==> src/rtl/ysyx_mem_arbiter.sv <==
// Two-requester memory arbiter: IFU reads and LSU loads/stores share one bus port.
// A single latched transaction is in flight at a time; it has a timeout and an IFU anti-starvation limit.
module ysyx_mem_arbiter #(
    parameter int ADDR_W       = 32,
    parameter int DATA_W       = 32,
    parameter int TIMEOUT      = 255,
    parameter int STARVE_LIMIT = 4
) (
    input  logic              clk,
    input  logic              rst,

    input  logic [ADDR_W-1:0] ifu_araddr,
    input  logic              ifu_arvalid,
    output logic [DATA_W-1:0] ifu_rdata,
    output logic              ifu_rvalid,
    output logic              ifu_err,

    input  logic [ADDR_W-1:0] lsu_araddr,
    input  logic              lsu_arvalid,
    input  logic [7:0]        lsu_rstrb,
    output logic [DATA_W-1:0] lsu_rdata,
    output logic              lsu_rvalid,
    input  logic [ADDR_W-1:0] lsu_awaddr,
    input  logic              lsu_awvalid,
    input  logic [DATA_W-1:0] lsu_wdata,
    input  logic [7:0]        lsu_wstrb,
    input  logic              lsu_wvalid,
    output logic              lsu_wready,
    output logic              lsu_err,

    output logic [ADDR_W-1:0] bus_araddr,
    output logic              bus_arvalid,
    input  logic              bus_arready,
    output logic [7:0]        bus_rstrb,
    input  logic [DATA_W-1:0] bus_rdata,
    input  logic              bus_rvalid,
    output logic [ADDR_W-1:0] bus_awaddr,
    output logic              bus_awvalid,
    input  logic              bus_awready,
    output logic [DATA_W-1:0] bus_wdata,
    output logic [7:0]        bus_wstrb,
    output logic              bus_wvalid,
    input  logic              bus_wready,
    input  logic              bus_bvalid
);

    localparam int TW = $clog2(TIMEOUT + 1);
    localparam int SW = $clog2(STARVE_LIMIT + 1);
    localparam logic [TW-1:0] T_LAST = TW'(TIMEOUT - 1);
    localparam logic [TW-1:0] T_ONE  = TW'(1);
    localparam logic [SW-1:0] S_MAX  = SW'(STARVE_LIMIT);
    localparam logic [SW-1:0] S_ONE  = SW'(1);

    typedef enum logic [1:0] {IDLE, RD, WR, DONE} state_t;
    typedef enum logic [1:0] {G_NONE, G_IFU, G_LSU_RD, G_LSU_WR} grant_t;

    typedef struct packed {
        logic              owner_ifu;
        logic [ADDR_W-1:0] addr;
        logic [7:0]        rstrb;
        logic [DATA_W-1:0] wdata;
        logic [7:0]        wstrb;
    } txn_t;

    state_t        state, state_nxt;
    grant_t        grant;
    txn_t          txn, txn_nxt;
    logic [TW-1:0] tcnt;
    logic [SW-1:0] starve;
    logic          ar_done, aw_done, w_done;

    logic          wr_req;
    logic          rd_fire, wr_fire, tmo, tcnt_last;

    // Store address and data valids are identical by contract; either one requests a store.
    assign wr_req = lsu_awvalid | lsu_wvalid;

    always_comb begin
        grant = G_NONE;
        if (wr_req)
            grant = G_LSU_WR;
        else if (lsu_arvalid && ifu_arvalid)
            grant = (starve == S_MAX) ? G_IFU : G_LSU_RD;
        else if (lsu_arvalid)
            grant = G_LSU_RD;
        else if (ifu_arvalid)
            grant = G_IFU;
    end

    always_comb begin
        txn_nxt = '0;
        case (grant)
            G_IFU: begin
                txn_nxt.owner_ifu = 1'b1;
                txn_nxt.addr      = ifu_araddr;
                txn_nxt.rstrb     = 8'h0f;
            end
            G_LSU_RD: begin
                txn_nxt.addr  = lsu_araddr;
                txn_nxt.rstrb = lsu_rstrb;
            end
            G_LSU_WR: begin
                txn_nxt.addr  = lsu_awaddr;
                txn_nxt.wdata = lsu_wdata;
                txn_nxt.wstrb = lsu_wstrb;
            end
            default: txn_nxt = '0;
        endcase
    end

    // A response arriving with the last address/data handshake counts; a real completion
    // in the final counted cycle wins over the timeout.
    assign tcnt_last = (tcnt == T_LAST);
    assign rd_fire   = (state == RD) && (ar_done || bus_arready) && bus_rvalid;
    assign wr_fire   = (state == WR) && (aw_done || bus_awready)
                                     && (w_done  || bus_wready) && bus_bvalid;
    assign tmo       = tcnt_last && (((state == RD) && !rd_fire) ||
                                     ((state == WR) && !wr_fire));

    always_comb begin
        state_nxt   = state;
        bus_arvalid = 1'b0;
        bus_awvalid = 1'b0;
        bus_wvalid  = 1'b0;
        ifu_rvalid  = 1'b0;
        ifu_rdata   = '0;
        ifu_err     = 1'b0;
        lsu_rvalid  = 1'b0;
        lsu_rdata   = '0;
        lsu_wready  = 1'b0;
        lsu_err     = 1'b0;
        case (state)
            IDLE: begin
                case (grant)
                    G_IFU, G_LSU_RD: state_nxt = RD;
                    G_LSU_WR:        state_nxt = WR;
                    default:         state_nxt = IDLE;
                endcase
            end
            RD: begin
                bus_arvalid = !ar_done && !tmo;
                if (rd_fire || tmo) begin
                    state_nxt = DONE;
                    if (txn.owner_ifu) begin
                        ifu_rvalid = 1'b1;
                        ifu_err    = tmo;
                        ifu_rdata  = rd_fire ? bus_rdata : '0;
                    end else begin
                        lsu_rvalid = 1'b1;
                        lsu_err    = tmo;
                        lsu_rdata  = rd_fire ? bus_rdata : '0;
                    end
                end
            end
            WR: begin
                bus_awvalid = !aw_done && !tmo;
                bus_wvalid  = !w_done && !tmo;
                if (wr_fire || tmo) begin
                    state_nxt  = DONE;
                    lsu_wready = 1'b1;
                    lsu_err    = tmo;
                end
            end
            DONE:    state_nxt = IDLE;
            default: state_nxt = IDLE;
        endcase
    end

    assign bus_araddr = txn.addr;
    assign bus_awaddr = txn.addr;
    assign bus_rstrb  = txn.rstrb;
    assign bus_wdata  = txn.wdata;
    assign bus_wstrb  = txn.wstrb;

    always_ff @(posedge clk) begin
        if (rst) begin
            state   <= IDLE;
            txn     <= '0;
            tcnt    <= '0;
            starve  <= '0;
            ar_done <= 1'b0;
            aw_done <= 1'b0;
            w_done  <= 1'b0;
        end else begin
            state <= state_nxt;
            case (state)
                IDLE: begin
                    if (grant != G_NONE) begin
                        txn     <= txn_nxt;
                        tcnt    <= '0;
                        ar_done <= 1'b0;
                        aw_done <= 1'b0;
                        w_done  <= 1'b0;
                    end
                    if (grant == G_IFU)
                        starve <= '0;
                    else if (grant != G_NONE && ifu_arvalid && starve != S_MAX)
                        starve <= starve + S_ONE;
                end
                RD: begin
                    tcnt <= tcnt + T_ONE;
                    if (bus_arvalid && bus_arready)
                        ar_done <= 1'b1;
                end
                WR: begin
                    tcnt <= tcnt + T_ONE;
                    if (bus_awvalid && bus_awready)
                        aw_done <= 1'b1;
                    if (bus_wvalid && bus_wready)
                        w_done <= 1'b1;
                end
                default: ;
            endcase
        end
    end

endmodule

==> config.mk <==
export PLATFORM = sky130hd
export DESIGN_NAME = ysyx_mem_arbiter
export DESIGN_NICKNAME = d
export VERILOG_FILES = /design/src/rtl/ysyx_mem_arbiter.sv
export SDC_FILE = /design/constraint.sdc
export NUM_CORES = 1
export LEC_CHECK = 0
export ABC_CLOCK_PERIOD_IN_PS = 4900
export BUFFER_PORTS_ARGS = -buffer_cell sky130_fd_sc_hd__buf_2
export CAP_MARGIN = 0
export CORE_ASPECT_RATIO = 1.5
export CORE_MARGIN = 3
export CORE_UTILIZATION = 25
export CTS_CLUSTER_DIAMETER = 120
export CTS_CLUSTER_SIZE = 12
export DETAILED_ROUTE_END_ITERATION = 7
export SLEW_MARGIN = 20
export SYNTH_ARGS = -nofsm -noshare
export SYNTH_HDL_FRONTEND = slang
export SYNTH_SLANG_ARGS = --single-unit
==> constraint.sdc <==
create_clock -name clk -period 4.9 [get_ports clk]
set_clock_uncertainty 0.1 [all_clocks]
set_input_delay 0.735 -clock clk [delete_from_list [all_inputs] [get_ports clk]]
set_output_delay 0.735 -clock clk [all_outputs]
set_load 0.05 [all_outputs]
# Yosys cells after proc, flatten, opt, wreduce, memory -nomap -nowiden
# Cells that the tools add are included.
[totals] out_inout_bits=184 inputBits=187 reg_bits=97 elab_cells=122
[classes] reduce_logical=44 n_eq_ne=15 addsub=2 n_mux=49 bitwise_logic=1
[op_table] operator="2-to-1 mux 32 bit" n=7
[op_table] operator="case mux 32 bit (3 select lines)" n=1
[op_table] operator="2-to-1 mux 40 bit" n=1
[op_table] operator="case mux 8 bit (2 select lines)" n=2
[op_table] operator="2-to-1 mux 1 bit" n=23
[op_table] operator="logical AND 1 bit" n=17
[op_table] operator="2-to-1 mux 2 bit" n=6
[op_table] operator="inequality test 2 x 1 -> 1 bit, second input constant" n=5
[op_table] operator="nonzero test 2 bit" n=5
[op_table] operator="AND reduction 3 bit" n=3
[op_table] operator="adder 8 x 1 -> 8 bit, second input constant" n=1
[op_table] operator="== test 2 bit, second input constant" n=4
[op_table] operator="== test 8 bit, second input constant" n=1
[op_table] operator="2-to-1 mux 8 bit" n=1
[op_table] operator="case mux 1 bit (2 select lines)" n=4
[op_table] operator="case mux 2 bit (4 select lines)" n=1
[op_table] operator="AND reduction 2 bit" n=4
[op_table] operator="logical NOT 1 bit" n=6
[op_table] operator="logical OR 1 bit" n=6
[op_table] operator="2-to-1 mux 3 bit" n=2
[op_table] operator="== test 2 x 1 -> 1 bit, second input constant" n=2
[op_table] operator="case mux 2 bit (2 select lines)" n=1
[op_table] operator="OR reduction 2 bit" n=2
[op_table] operator="adder 3 x 1 -> 3 bit, second input constant" n=1
[op_table] operator="5 further kinds" n=5

# Logic depth before layout (Yosys ltp)
[logic_depth] depth_word=14 ltp_mapped=13 depth_no_buf=11

# Worst setup path before layout
# OpenSTA, ideal clock, no wires.
[synth_timing] path_type="in2out" startpoint="input port bus_arready" endpoint="output port ifu_rvalid" path_stages=4 path_buffers=0 arrival_time_ns=2.108 slack_ns=1.957 required_ns=4.065 cell_sequence="o21ai_2 a22oi_2 nand2b_1 a21oi_1"
[synth_via] elab_chain_len=10
[synth_lines] element="from (decl)" line="33" source="input logic bus_arready,"
[synth_lines] element="logical OR 1 bit *" line="114" source="assign rd_fire = (state == RD) && (ar_done || bus_arready) && bus_rvalid;"
[synth_lines] element="logical AND 1 bit * (2 in series)" line="114"
[synth_lines] element="logical NOT 1 bit" line="117" source="assign tmo = tcnt_last && (((state == RD) && !rd_fire) ||"
[synth_lines] element="logical AND 1 bit" line="117"
[synth_lines] element="logical OR 1 bit" line="117"
[synth_lines] element="logical AND 1 bit" line="117"
[synth_lines] element="logical OR 1 bit *" line="142" source="if (rd_fire || tmo) begin"
[synth_lines] element="2-to-1 mux 1 bit *" line="142"
[synth_lines] element="2-to-1 mux 1 bit *" line="132" source="case (state)"
[synth_lines] element="to (decl)" line="15" source="output logic ifu_rvalid,"
# Every way passes the cells marked *; elsewhere a longest branch is shown, timed or not.

# Final worst setup path
[layout_timing] startpoint="register starve[0]" endpoint="register aw_done"
[layout_via] elab_chain_len=7
[layout_lines] element="from (decl)" line="69" source="logic [SW-1:0] starve;"
[layout_lines] element="from (signal assigned)" line="198" source="starve <= starve + S_ONE;"
[layout_lines] element="== test 3 bit" line="83" source="grant = (starve == S_MAX) ? G_IFU : G_LSU_RD;"
[layout_lines] element="2-to-1 mux 2 bit" line="83"
[layout_lines] element="2-to-1 mux 2 bit" line="82" source="else if (lsu_arvalid && ifu_arvalid)"
[layout_lines] element="2-to-1 mux 2 bit" line="80" source="if (wr_req)"
[layout_lines] element="nonzero test 2 bit" line="188" source="if (grant != G_NONE) begin"
[layout_lines] element="inequality test 2 bit (no line)"
[layout_lines] element="AND reduction 3 bit (no line)"
[layout_lines] element="to (signal assigned)" line="182" source="aw_done <= 1'b0;"
[layout_lines] element="to (signal assigned)" line="192" source="aw_done <= 1'b0;"
[layout_lines] element="to (signal assigned)" line="208" source="aw_done <= 1'b1;"
[layout_lines] element="to (decl)" line="70" source="logic ar_done, aw_done, w_done;"
# No other way between the ends.
# A chain may end at the register's enable or synchronous reset.

==> impl_metrics.csv <==
group,metric,value,unit
placed_design,gp_congestion,0.7948,
finish,fin_area,7094,um2
clock_tree,path_clk_slew,80,ps
floorplanning,die_width,128.7,um
synth,ys.flop_type,"dfxtp_1",
timing,tns,0,ps
drt,post_drt_wl_per_cell,15.38,um
critical_path,cp-start-kind,"flip-flop",
hold_path,worst_hold_path_type,"reg2reg",
critical_path,max_stage_delay,740,ps
timing,layout_setup_ws,1776,ps
timing,finalCriticalPeriod,3124,ps
floorplanning,die_area,24450,um2
critical_path,critPathCaptureType,"flip-flop",
critical_path,cp_max_fo,39,
floorplanning,initial_core_util,0.2569,
global_routing,grt.total_usage,0.1388,
finish,drive_gt1_frac,0.4458,
critical_path,crit_type,"reg2reg",
critical_path,crit_slowest_cell,"nand2b_2",
timing,max_slew_margin,0.4275,
synth,yosys_warnings,0,
job,cap_violations,0,
clock_tree,cts_tree,"built",
pwr,power,4.124,mW
critical_path,crit_arrival,3280,ps
pwr,p_comb_frac,0.557,
placed_design,hpwlAfterDp,13910,um
drt,drt_first_iter_violations,414,
floorplanning,fp.dieH,190.0,um
synth,syn-num-nets,885,
critical_path,required,5060,ps
critical_path,crit_chain,"inv_1 -> ha_1 -> nand2_1 -> nand2_1 -> a211o_1 -> inv_1 -> ha_1 -> nand2b_2 -> buf_4 -> o21ai_0 -> a211oi_1",
timing,setup_viol,0,
timing,fmax,320.1,MHz
placed_design,dp_slack,1522,ps
pwr,intPower,1.903,mW
synth,syn_area,5644,um2
global_routing,antenna_found_initial,0,
pwr,swShare,0.5387,
drt,wirelength,18220,um
drt,ant_nets,0,
timing,final_hold_viol_count,0,
pwr,clock_power_share,0.176,
synth,syn_area_per_cell,8.240,um2
global_routing,grt_pass1_wl,27320,um
clock_tree,cts_setup_buffers,0,
clock_tree,cts.sinks,97,
global_routing,grt_overflow_total,0,
synth,netlist_instances,685,
timing,slew_viol_final,0,
synth,synth_edf_count,0,
critical_path,path_buf_inv,3,
drt,viasPerCell,4.705,
clock_tree,root_buffer,"clkbuf_16",
floorplanning,core_area,21970,um2
clock_tree,ctsHoldBuffers,0,
floorplanning,ios,371,
synth,async_reset_ff_frac,0,
synth,synthDistinctLibCells,52,
critical_path,crit_family,"simple AND/OR/NAND/NOR gates",
clock_tree,clockBufferDepth,2,
pwr,ir_drop,0.0002920,V
drt,drc_errors,0,
global_routing,grt_max_degree,97,
pwr,p_switching,2.222,mW
drt,vias,5576,
clock_tree,cts-resized-gates,0,
finish,post-route-util,0.3230,
status,status,"completed",
clock_tree,htreeDepth,3,
floorplanning,row_count,66,
placed_design,dpl-instance-area,6788,um2
finish,layout-area-overhead-vs-synth,25.69,%
pwr,power_frac_seq,0.268,
synth,ys_seq_area_frac,0.3440,
timing,timing.final.crit_share,0.6376,
timing,grt_setup_unrepaired,"false",
pwr,leakagePower,3.543,nW
synth,ys_ff_latch,97,
pwr,powerDensity,581.4,nW/um2
finish,insertedDiodeCount,0,
clock_tree,numCtsBuffers,9,
timing,tightest_slew,858.7,ps
finish,fin_nets,1108,
drt,firstDrtPassIters,7,
placed_design,io_buffers,370,
clock_tree,clock_latency,340,ps
global_routing,grt_pass1_vias,5395,
## layer usage
metal / vias up / wire, um / GRT usage
li1: 2741 / - / -
met5: - / 0 / 0
met2: 261 / 9695 / 0.2618
met3: 19 / 1212 / 0.02331
met1: 2555 / 7014 / 0.1559
met4: 0 / 297 / 0.04244
## logic make-up (layout without fill, tap and decap cells)
logic type	Yosys count	in the layout	synth area share
muxes	2	2	0.003768
AOI/OAI and AO/OA	155	155	0.1991
xor gates and xnor gates	2	2	0.003104
and+or+nand+nor	243	243	0.2166
adders and majority gates	13	13	0.02882
buffers and inverters	173	401	0.2046
DFF	97	97	0.3440
## synth_stat cells, types with 2 or more instances
cell type    n  share of area
buf_1        2         0.0013
ha_1        13          0.029
nand2_1     54          0.036
a221oi_1     4         0.0062
buf_6        7          0.014
o31ai_1      2         0.0027
a222oi_1    32          0.057
and3_1       2         0.0022
a31oi_1      3         0.0033
a21oi_1     49          0.043
clkbuf_1    23          0.015
inv_1        7         0.0047
nand3_1     44          0.039
and2_1      65          0.072
nor2_1      53          0.035
nor3_1       6         0.0053
a211oi_2     2         0.0044
nand4_1      2         0.0022
a22oi_1      5         0.0067
dfxtp_1     97           0.34
buf_2       20          0.018
nand2b_1     5         0.0055
o21ai_0     12          0.011
a211oi_1    34          0.045
nor2b_1      2         0.0022
buf_4      114           0.15
## flip-flops by register name, indices dropped and copies added, names as in the netlist
signal,cells
aw_done,1
tcnt,8
ar_done,1
txn,1
w_done,1
state,2
bus_wdata,32
bus_rstrb,8
starve,3
bus_wstrb,8
bus_araddr,32
## layout by cell type, fill, tap and decap left out, drive strengths merged, types with 2 or more instances in the layout
cell type,synthesis,final
dfxtp,97,97
a211oi,36,36
buf,143,378
and2,65,65
a222oi,32,32
nor2,54,54
inv,7,11
nand2,54,54
nor3b,2,2
nand2b,5,5
a31oi,3,3
o21ai,13,13
a21oi,50,50
o221ai,2,2
ha,13,13
clkbuf,23,9
o31ai,2,2
and3,2,2
nor3,6,6
clkinv,0,3
nand4,2,2
a221oi,4,4
a22oi,6,6
nor2b,3,3
nand3,45,45
## power by group through the flow
stage	clock network, mW	logic, mW	registers, mW
after floorplan	0	2.23	1.09
after global placement	0	2.31	1.12
after detailed placement	0	2.31	1.13
after CTS	0.759	2.32	1.11
after global routing	0.781	2.46	1.13
final	0.724	2.30	1.10
## stage by stage
step	cells	hold slack, ps
floorplan	685	332.3
global placement	1169	335.6
detailed placement	1169	339.6
CTS	1185	351.0
global route	1185	371.1
finish	1185	348.8
## worst min-delay path, stage by stage, from the launching register on
cell	delay [ps]
dfxtp_1	310
nand2_1	50
a21oi_1	50
## layout make-up
| cell class | count | area, um2 |
|---|---|---|
| inverter | 7 | 26.28 |
| clock buffer | 9 | 225.2 |
| clock inverter | 7 | 81.33 |
| sequential | 97 | 1942 |
| multi-input combinational | 415 | 2552 |
| timing repair buffer | 378 | 1927 |
| fill | 2369 | 14870 |
| tap | 272 | 340.3 |
## worst paths after layout
kind                        startpoint                   endpoint  slack [ps]  cells past startpoint
max             starve[0]$_SDFFE_PP0P_       aw_done$_SDFFE_PP0P_        1780                     11
max reg2reg     starve[0]$_SDFFE_PP0P_       aw_done$_SDFFE_PP0P_        1780                     11
min reg2reg  bus_wdata[8]$_SDFFE_PP0P_  bus_wdata[8]$_SDFFE_PP0P_         350                      2
min          bus_wdata[8]$_SDFFE_PP0P_  bus_wdata[8]$_SDFFE_PP0P_         350                      2
No activity file was read; power rests on OpenSTA's default activity.
